--- config.mk ---
export PLATFORM = sky130hd
export DESIGN_NAME = bnn_layer_sequencer_flat
export DESIGN_NICKNAME = d
export VERILOG_FILES = /design/src/rtl/bnn_layer_sequencer_if.sv /design/src/rtl/bnn_layer_sequencer.sv /design/src/flat_wrapper.sv
export SDC_FILE = /design/constraint.sdc
export NUM_CORES = 1
export LEC_CHECK = 0
export BUFFER_PORTS_ARGS = -buffer_cell sky130_fd_sc_hd__buf_2
export CORE_MARGIN = 1.5
export CORE_UTILIZATION = 51
export CTS_CLUSTER_SIZE = 12
export DETAILED_ROUTE_END_ITERATION = 10
export PLACE_DENSITY = 0.71
export SLEW_MARGIN = 5
export SYNTH_ARGS = -nofsm -noshare
export SYNTH_HDL_FRONTEND = slang
export SYNTH_SLANG_ARGS = --single-unit
--- constraint.sdc ---
create_clock -name clk -period 6.68 [get_ports clk]
set_input_delay 0.668 -clock clk [delete_from_list [all_inputs] [get_ports clk]]
set_output_delay 0.668 -clock clk [all_outputs]
set_load 0.02 [all_outputs]
--- src/rtl/bnn_layer_sequencer_if.sv ---
// bnn_layer_sequencer_if: control and memory-bank bundle of the BNN sequencer.
// abort/aborted exist only when BNN_ABORT_EN is defined.
interface bnn_layer_sequencer_if #(
  parameter int LANES      = 8,
  parameter int LEN_W      = 16,
  parameter int W_ADDR_LEN = 20,
  parameter int X_ADDR_LEN = 10,
  parameter int SEL_LEN    = 2
);
  logic                  start;
  logic                  busy;
  logic                  done;
  logic [LEN_W-1:0]      result;
  logic                  w_rq;
  logic [SEL_LEN-1:0]    w_sel;
  logic [W_ADDR_LEN-1:0] w_addr;
  logic [LANES-1:0]      w_data;
  logic                  x_rq;
  logic                  x_wq;
  logic [SEL_LEN-1:0]    x_sel;
  logic [X_ADDR_LEN-1:0] x_addr;
  logic [LANES-1:0]      x_rdata;
  logic                  x_wdata;
`ifdef BNN_ABORT_EN
  logic                  abort;
  logic                  aborted;
`endif

  modport master (
`ifdef BNN_ABORT_EN
    input  abort,
    output aborted,
`endif
    input  start, w_data, x_rdata,
    output busy, done, result,
    output w_rq, w_sel, w_addr,
    output x_rq, x_wq, x_sel, x_addr, x_wdata
  );

  modport slave (
`ifdef BNN_ABORT_EN
    output abort,
    input  aborted,
`endif
    output start, w_data, x_rdata,
    input  busy, done, result,
    input  w_rq, w_sel, w_addr,
    input  x_rq, x_wq, x_sel, x_addr, x_wdata
  );
endinterface

--- src/rtl/bnn_layer_sequencer.sv ---
// bnn_layer_sequencer: multi-layer XNOR-popcount binary NN sequencer.
// Optional abort/aborted port pair is enabled by defining BNN_ABORT_EN.
module bnn_layer_sequencer #(
  parameter int NUM_LAYERS = 4,
  parameter int LANES      = 8,
  parameter int ACC_W      = 12,
  parameter int LEN_W      = 16,
  parameter logic [NUM_LAYERS*LEN_W-1:0] LAYER_IN =
    {16'd1024, 16'd1024, 16'd1024, 16'd784},
  parameter logic [NUM_LAYERS*LEN_W-1:0] LAYER_OUT =
    {16'd10, 16'd1024, 16'd1024, 16'd1024},
  parameter int W_ADDR_LEN = 20,
  parameter int X_ADDR_LEN = 10,
  parameter int SEL_LEN    = 2
) (
  input logic clk,
  input logic rst,
  bnn_layer_sequencer_if.master bus
);

  localparam int LW1 = LEN_W + 1;

  typedef enum logic [2:0] {
    S_IDLE,
    S_FETCH,
    S_DRAIN,
    S_EMIT,
    S_NEXT,
    S_DONE
  } state_t;

  state_t                state_q, state_d;
  logic [SEL_LEN-1:0]    layer_q, layer_d;
  logic [LEN_W-1:0]      n_q, n_d;
  logic [LEN_W-1:0]      b_q, b_d;
  logic [W_ADDR_LEN-1:0] waddr_q, waddr_d;
  logic [ACC_W-1:0]      acc_q, acc_d;
  logic [ACC_W-1:0]      best_q, best_d;
  logic [LEN_W-1:0]      bidx_q, bidx_d;
  logic [LEN_W-1:0]      result_q, result_d;
  logic                  dv_q, dv_d;
  logic                  dtail_q, dtail_d;
`ifdef BNN_ABORT_EN
  logic                  aborted_q, aborted_d;
`endif

  logic [LEN_W-1:0] in_tab  [NUM_LAYERS];
  logic [LEN_W-1:0] out_tab [NUM_LAYERS];

  for (genvar g = 0; g < NUM_LAYERS; g++) begin : g_tab
    assign in_tab[g]  = LAYER_IN[g*LEN_W +: LEN_W];
    assign out_tab[g] = LAYER_OUT[g*LEN_W +: LEN_W];
  end

  logic [LEN_W-1:0] in_len;
  logic [LEN_W-1:0] out_len;
  logic [LEN_W-1:0] beats;
  logic [LEN_W-1:0] rem;
  logic             is_last;
  logic             last_b;
  logic             last_n;
  logic             win;
  logic             hid_bit;
  logic             busy_w;
  logic             emit_wr;
  logic [LANES-1:0] lane_mask;
  logic [LANES-1:0] agree;
  logic [ACC_W-1:0] pop;

  assign in_len  = in_tab[layer_q];
  assign out_len = out_tab[layer_q];
  assign beats   = LEN_W'((32'(in_len) + LANES - 1) / LANES);
  assign rem     = LEN_W'(32'(in_len) % LANES);
  assign is_last = layer_q == SEL_LEN'(NUM_LAYERS - 1);
  assign last_b  = b_q == beats - 1'b1;
  assign last_n  = n_q == out_len - 1'b1;
  assign win     = (n_q == '0) || (acc_q > best_q);
  assign hid_bit = LW1'({acc_q, 1'b0}) >= LW1'(in_len);
  assign busy_w  = state_q inside {S_FETCH, S_DRAIN, S_EMIT, S_NEXT};
  assign emit_wr = (state_q == S_EMIT) && !is_last;

  assign bus.busy    = busy_w;
  assign bus.done    = state_q == S_DONE;
  assign bus.result  = result_q;
  assign bus.w_rq    = state_q == S_FETCH;
  assign bus.x_rq    = state_q == S_FETCH;
  assign bus.w_sel   = layer_q;
  assign bus.w_addr  = waddr_q;
  assign bus.x_wq    = emit_wr;
  assign bus.x_sel   = emit_wr ? layer_q + 1'b1 : layer_q;
  assign bus.x_addr  = emit_wr ? n_q[X_ADDR_LEN-1:0]
                               : b_q[X_ADDR_LEN-1:0];
  assign bus.x_wdata = emit_wr && hid_bit;
`ifdef BNN_ABORT_EN
  assign bus.aborted = aborted_q;
`endif

  // tail beat keeps only the lanes that hold real inputs
  always_comb begin
    lane_mask = '1;
    if (dtail_q && rem != '0) begin
      for (int i = 0; i < LANES; i++) begin
        lane_mask[i] = LEN_W'(i) < rem;
      end
    end
  end

  // XNOR agreement count of the returning beat
  always_comb begin
    pop   = '0;
    agree = ~(bus.w_data ^ bus.x_rdata) & lane_mask;
    for (int i = 0; i < LANES; i++) begin
      pop = pop + ACC_W'(agree[i]);
    end
  end

  // sequencer next state, counters, accumulator and argmax
  always_comb begin
    state_d  = state_q;
    layer_d  = layer_q;
    n_d      = n_q;
    b_d      = b_q;
    waddr_d  = waddr_q;
    acc_d    = dv_q ? acc_q + pop : acc_q;
    best_d   = best_q;
    bidx_d   = bidx_q;
    result_d = result_q;
    dv_d     = 1'b0;
    dtail_d  = 1'b0;
`ifdef BNN_ABORT_EN
    aborted_d = aborted_q;
`endif
    unique case (state_q)
      S_IDLE: begin
        if (bus.start) begin
          state_d = S_FETCH;
          layer_d = '0;
          n_d     = '0;
          b_d     = '0;
          waddr_d = '0;
          acc_d   = '0;
`ifdef BNN_ABORT_EN
          aborted_d = 1'b0;
`endif
        end
      end
      S_FETCH: begin
        dv_d    = 1'b1;
        dtail_d = last_b;
        waddr_d = waddr_q + 1'b1;
        b_d     = last_b ? '0 : b_q + 1'b1;
        if (last_b) state_d = S_DRAIN;
      end
      S_DRAIN: state_d = S_EMIT;
      S_EMIT: begin
        acc_d = '0;
        if (is_last && win) begin
          best_d = acc_q;
          bidx_d = n_q;
        end
        if (!last_n) begin
          n_d     = n_q + 1'b1;
          state_d = S_FETCH;
        end else begin
          n_d = '0;
          if (is_last) begin
            state_d  = S_DONE;
            result_d = win ? n_q : bidx_q;
          end else begin
            state_d = S_NEXT;
          end
        end
      end
      S_NEXT: begin
        layer_d = layer_q + 1'b1;
        waddr_d = '0;
        state_d = S_FETCH;
      end
      S_DONE: state_d = S_IDLE;
      default: state_d = S_IDLE;
    endcase
`ifdef BNN_ABORT_EN
    if (bus.abort && busy_w) begin
      state_d   = S_IDLE;
      result_d  = result_q;
      dv_d      = 1'b0;
      aborted_d = 1'b1;
    end
`endif
  end

  // state and datapath registers
  always_ff @(posedge clk or negedge rst) begin
    if (!rst) begin
      state_q  <= S_IDLE;
      layer_q  <= '0;
      n_q      <= '0;
      b_q      <= '0;
      waddr_q  <= '0;
      acc_q    <= '0;
      best_q   <= '0;
      bidx_q   <= '0;
      result_q <= '0;
      dv_q     <= 1'b0;
      dtail_q  <= 1'b0;
    end else begin
      state_q  <= state_d;
      layer_q  <= layer_d;
      n_q      <= n_d;
      b_q      <= b_d;
      waddr_q  <= waddr_d;
      acc_q    <= acc_d;
      best_q   <= best_d;
      bidx_q   <= bidx_d;
      result_q <= result_d;
      dv_q     <= dv_d;
      dtail_q  <= dtail_d;
    end
  end

`ifdef BNN_ABORT_EN
  // sticky abort flag, cleared by the next accepted start
  always_ff @(posedge clk or negedge rst) begin
    if (!rst) aborted_q <= 1'b0;
    else      aborted_q <= aborted_d;
  end
`endif

endmodule

--- src/flat_wrapper.sv ---
// flat-port wrapper written by rule: the top's interface ports become plain ports
module bnn_layer_sequencer_flat 
#(
  parameter int NUM_LAYERS = 4,
  parameter int LANES      = 8,
  parameter int ACC_W      = 12,
  parameter int LEN_W      = 16,
  parameter logic [NUM_LAYERS*LEN_W-1:0] LAYER_IN =
    {16'd1024, 16'd1024, 16'd1024, 16'd784},
  parameter logic [NUM_LAYERS*LEN_W-1:0] LAYER_OUT =
    {16'd10, 16'd1024, 16'd1024, 16'd1024},
  parameter int W_ADDR_LEN = 20,
  parameter int X_ADDR_LEN = 10,
  parameter int SEL_LEN    = 2
)
  (clk, rst, bus_start, bus_w_data, bus_x_rdata, bus_busy, bus_done, bus_result, bus_w_rq, bus_w_sel, bus_w_addr, bus_x_rq, bus_x_wq, bus_x_sel, bus_x_addr, bus_x_wdata);
  bnn_layer_sequencer_if #(.LANES(LANES), .LEN_W(LEN_W), .W_ADDR_LEN(W_ADDR_LEN), .X_ADDR_LEN(X_ADDR_LEN), .SEL_LEN(SEL_LEN)) bus_i ();
  input logic clk;
  input logic rst;
  input wire logic [$bits(bus_i.start)-1:0] bus_start;
  input wire logic [$bits(bus_i.w_data)-1:0] bus_w_data;
  input wire logic [$bits(bus_i.x_rdata)-1:0] bus_x_rdata;
  output wire logic [$bits(bus_i.busy)-1:0] bus_busy;
  output wire logic [$bits(bus_i.done)-1:0] bus_done;
  output wire logic [$bits(bus_i.result)-1:0] bus_result;
  output wire logic [$bits(bus_i.w_rq)-1:0] bus_w_rq;
  output wire logic [$bits(bus_i.w_sel)-1:0] bus_w_sel;
  output wire logic [$bits(bus_i.w_addr)-1:0] bus_w_addr;
  output wire logic [$bits(bus_i.x_rq)-1:0] bus_x_rq;
  output wire logic [$bits(bus_i.x_wq)-1:0] bus_x_wq;
  output wire logic [$bits(bus_i.x_sel)-1:0] bus_x_sel;
  output wire logic [$bits(bus_i.x_addr)-1:0] bus_x_addr;
  output wire logic [$bits(bus_i.x_wdata)-1:0] bus_x_wdata;
  assign bus_i.start = bus_start;
  assign bus_i.w_data = bus_w_data;
  assign bus_i.x_rdata = bus_x_rdata;
  assign bus_busy = bus_i.busy;
  assign bus_done = bus_i.done;
  assign bus_result = bus_i.result;
  assign bus_w_rq = bus_i.w_rq;
  assign bus_w_sel = bus_i.w_sel;
  assign bus_w_addr = bus_i.w_addr;
  assign bus_x_rq = bus_i.x_rq;
  assign bus_x_wq = bus_i.x_wq;
  assign bus_x_sel = bus_i.x_sel;
  assign bus_x_addr = bus_i.x_addr;
  assign bus_x_wdata = bus_i.x_wdata;
  bnn_layer_sequencer #(.NUM_LAYERS(NUM_LAYERS), .LANES(LANES), .ACC_W(ACC_W), .LEN_W(LEN_W), .LAYER_IN(LAYER_IN), .LAYER_OUT(LAYER_OUT), .W_ADDR_LEN(W_ADDR_LEN), .X_ADDR_LEN(X_ADDR_LEN), .SEL_LEN(SEL_LEN)) u_core (.clk(clk), .rst(rst), .bus(bus_i));
endmodule
==> run_results.csv <==
group,metric,value,unit
clock_tree,cts.sinks,114,
setup_path,end_kind,"flop",
route,vias,5268,
sta,fin_crit,4181,ps
synth,synth_nets,711,
synth,yosysSeqAreaShare,43.47,%
clock_tree,root_buffer,"clkbuf_16",
grt,antenna_found_initial,0,
pwr,total_power,2.984,mW
synth,yosysUniqueCellTypes,63,
setup_path,crit_path_end,"u_core.acc_q[8]",
sta,max_freq,239.2,MHz
sta,drv_slew,0,
cells_and_area,final_cell_area,0.007675,mm^2
setup_path,crit_path_start,"bus_w_data[0]",
setup_path,worstSetupStartpointType,"primary input",
grt,grt_max_degree,80,
route,drt_first_pass_iters,6,
route,ant_nets,0,
route,wl,14.66,mm
floorplan,die_y,116.4,um
route,top_layer,"met4",
sta,setup_tns,0,ps
route,drc,0,
cells_and_area,synthToLayoutAreaGrowth,16.95,%
setup_path,crit_required,6930,ps
route,wl_met3,851,um
cells_and_area,final_util,61.07,%
setup_path,r2r_end,"u_core.acc_q[11]",
route,wl_met1,6.649,mm
grt,grtUsageTotal,23.42,%
clock_tree,cts_made_buffers,17,
sta,hold_ws,200.5,ps
sta,slew_headroom,31.22,%
floorplan,start_util,52.22,%
grt,gr-total-overflow,0,
clock_tree,clk_latency,420,ps
floorplan,die_w,116.4,um
pwr,p_leak,3.700,nW
synth,syn-cell-area,0.006563,mm^2
route,vias_per_cell,5.834,
synth,syn_inst,654,
sta,rsz0062_at_grt,"false",
placed_design,gp_congestion,0.8621,
setup_path,r2r-start,"u_core.acc_q[1]",
setup_path,reg2reg_depth,9,
synth,synth.avg_cell_area,10.03,um^2
route,drt-initial-drc-count,356,
cells_and_area,nNetsFinal,775,
placed_design,dpl_cell_area,0.007037,mm^2
clock_tree,cts.reportedPaths.clkPinSlew,60,ps
sta,finClkSkew,6.250,ps
synth,synth-seq-cells,114,
sta,setup_viol_count_final,0,
grt,grt_pass1_wl,24.65,mm
synth,synth_edf_count,0,
floorplan,ios,75,
clock_tree,htree_num_levels,4,
sta,tightest_slew,1028,ps
min_path,hold_class,"primary input to asynchronous set/reset pin",
cells_and_area,fillCellCount,1022,
floorplan,core_area,0.01257,mm^2
placed_design,hpwl,10.36,mm
sta,finalHoldViolations,0,
sta,finalCritPeriodShare,62.59,%
synth,yosys_warnings,0,
job,drv_cap,0,
route,wl_per_cell,16.23,um
clock_tree,post-cts-setup-buffer-count,0,
setup_path,crit_fanout,6,
floorplan,rows,41,
clock_tree,holdBufCountCts,0,
synth,async_flop_share,100.0,%
setup_path,crit_type,"primary input to flop",
setup_path,rrSetupSlack,3490,ps
route,met2_length,6.886,mm
pwr,peakVddDrop,0.0003429,V
placed_design,port_buffers,74,
clock_tree,cts_tree,"done",
cells_and_area,drive_above_1_share,20.52,%
clock_tree,clockBufferDepth,2,
clock_tree,ctsResizeCount,0,
run_status,status,"finished clean",
grt,grt_pass1_vias,4988,
synth,yosys_most_used_dff,"dfrtp_1",
pwr,p_per_area,388.8,mW/mm^2
setup_path,cp.arrival,4430,ps
floorplan,dieArea,0.01356,mm^2
cells_and_area,n_antenna_cell,0,
## cell families after synthesis
kind of cell,after synthesis,share of synthesized area [%]
compound gates,151,15.56
flops,114,43.47
xor+xnor,33,4.404
buf+inv,77,4.995
mux,43,7.512
fa+ha+maj,38,7.703
simple gates,198,16.36
## final cells by class
class | instances | area (um^2) | area share [%]
well taps | 172 | 215.2 | 2.804
clock inverters | 12 | 181.4 | 2.364
repair buffers | 78 | 402.9 | 5.249
clock buffers | 20 | 456.7 | 5.950
multi-input cells | 463 | 3401 | 44.31
inverters | 44 | 165.2 | 2.152
flip-flops and latches | 114 | 2853 | 37.17
## how the worst min path moves through the flow
stage / endpoint / slack, ps / startpoint / cells past startpoint
2_1_floorplan: u_core.acc_q[0] / 370 / rst / 0
3_3_place_gp: u_core.bus.result[9] / 480 / u_core.bidx_q[9] / 1
3_5_place_dp: u_core.bus.result[8] / 480 / u_core.bidx_q[8] / 1
4_1_cts: u_core.best_q[2] / 210 / rst / 1
5_1_grt: u_core.best_q[2] / 230 / rst / 1
6_report: u_core.best_q[2] / 200 / rst / 1
## layer usage
layer,track usage (%),up-vias
met1,32.02,2559
li1,-,2527
met4,7.642,0
met3,6.383,20
met2,36.35,162
met5,0,-
## sequential cells by signal (all words and copies together), names as in the netlist, 3 cells and up
signal and count:
u_core.bus.result 16, u_core.b_q 16, u_core.best_q 12, u_core.bus.w_addr 20
u_core.acc_q 12, u_core.n_q 16, u_core.bidx_q 16, u_core.state_q 3
## power by group
group	leakage [nW]	internal [mW]	switching, mW
sequential	1.56	0.795	0.205
combinational	1.86	0.407	0.610
clock	0.287	0.643	0.324
## critical path: stages
cell and delay [ps]:
buf_2 100, xnor2_1 120, ha_1 270, inv_1 50, fa_1 530, fa_1 510, fa_1 520, inv_1 40
ha_1 230, fa_1 410, a21o_1 200, a21o_1 200, a21oi_1 340, or3_1 170, a21oi_1 60
## through the flow
step                      cells  setup WS (ps)
after floorplan             654           2510
after global placement      871           2238
after detailed placement    871           2115
after CTS                   903           2542
after global routing        903           2314
final                       903           2499
## cell usage after synthesis (3+ instances only)
| master | count | share of area (%) |
|---|---|---|
| dfrtp_1 | 114 | 43 |
| nand2_1 | 48 | 2.7 |
| inv_1 | 44 | 2.5 |
| a21oi_1 | 37 | 2.8 |
| nor2_1 | 35 | 2.0 |
| ha_1 | 34 | 6.5 |
| o21ai_0 | 26 | 2.0 |
| xnor2_1 | 24 | 3.2 |
| a31oi_1 | 23 | 2.2 |
| a22o_1 | 22 | 2.9 |
| clkbuf_1 | 21 | 1.2 |
| nand3_1 | 19 | 1.4 |
| nor3_1 | 19 | 1.4 |
| mux2_2 | 18 | 3.1 |
| mux2i_1 | 17 | 2.6 |
| nand4_1 | 14 | 1.3 |
| or3_1 | 12 | 1.1 |
| xor2_1 | 9 | 1.2 |
| and3_1 | 8 | 0.76 |
| mux2_4 | 8 | 1.8 |
| nor4_1 | 7 | 0.67 |
| or4_1 | 7 | 0.80 |
| a21o_1 | 6 | 0.69 |
| a41oi_1 | 6 | 0.80 |
| nand2b_1 | 6 | 0.57 |
| o211ai_1 | 6 | 0.69 |
| o22ai_1 | 5 | 0.48 |
| buf_2 | 4 | 0.31 |
| fa_1 | 4 | 1.2 |
| nor4b_1 | 4 | 0.53 |
| a211oi_1 | 3 | 0.34 |
| buf_1 | 3 | 0.17 |
## layout by cell type, fill, tap and decap left out, types with 7 or more instances in the layout
master      instances
a21oi_1            36
clkinvlp_4          7
mux2_2             18
nand4_1            14
xor2_1              9
or4_1               7
o21ai_0            26
mux2i_1            17
clkbuf_16          17
inv_1              44
a22o_1             22
buf_2              73
mux2_4              8
nand2_1            48
and3_1              8
nor4_1              7
nor2_1             35
ha_1               34
or3_1              12
nor3_1             19
dfrtp_1           114
xnor2_1            24
a31oi_1            23
nand3_1            19
Note: power is estimated with default switching activity, not from simulation.
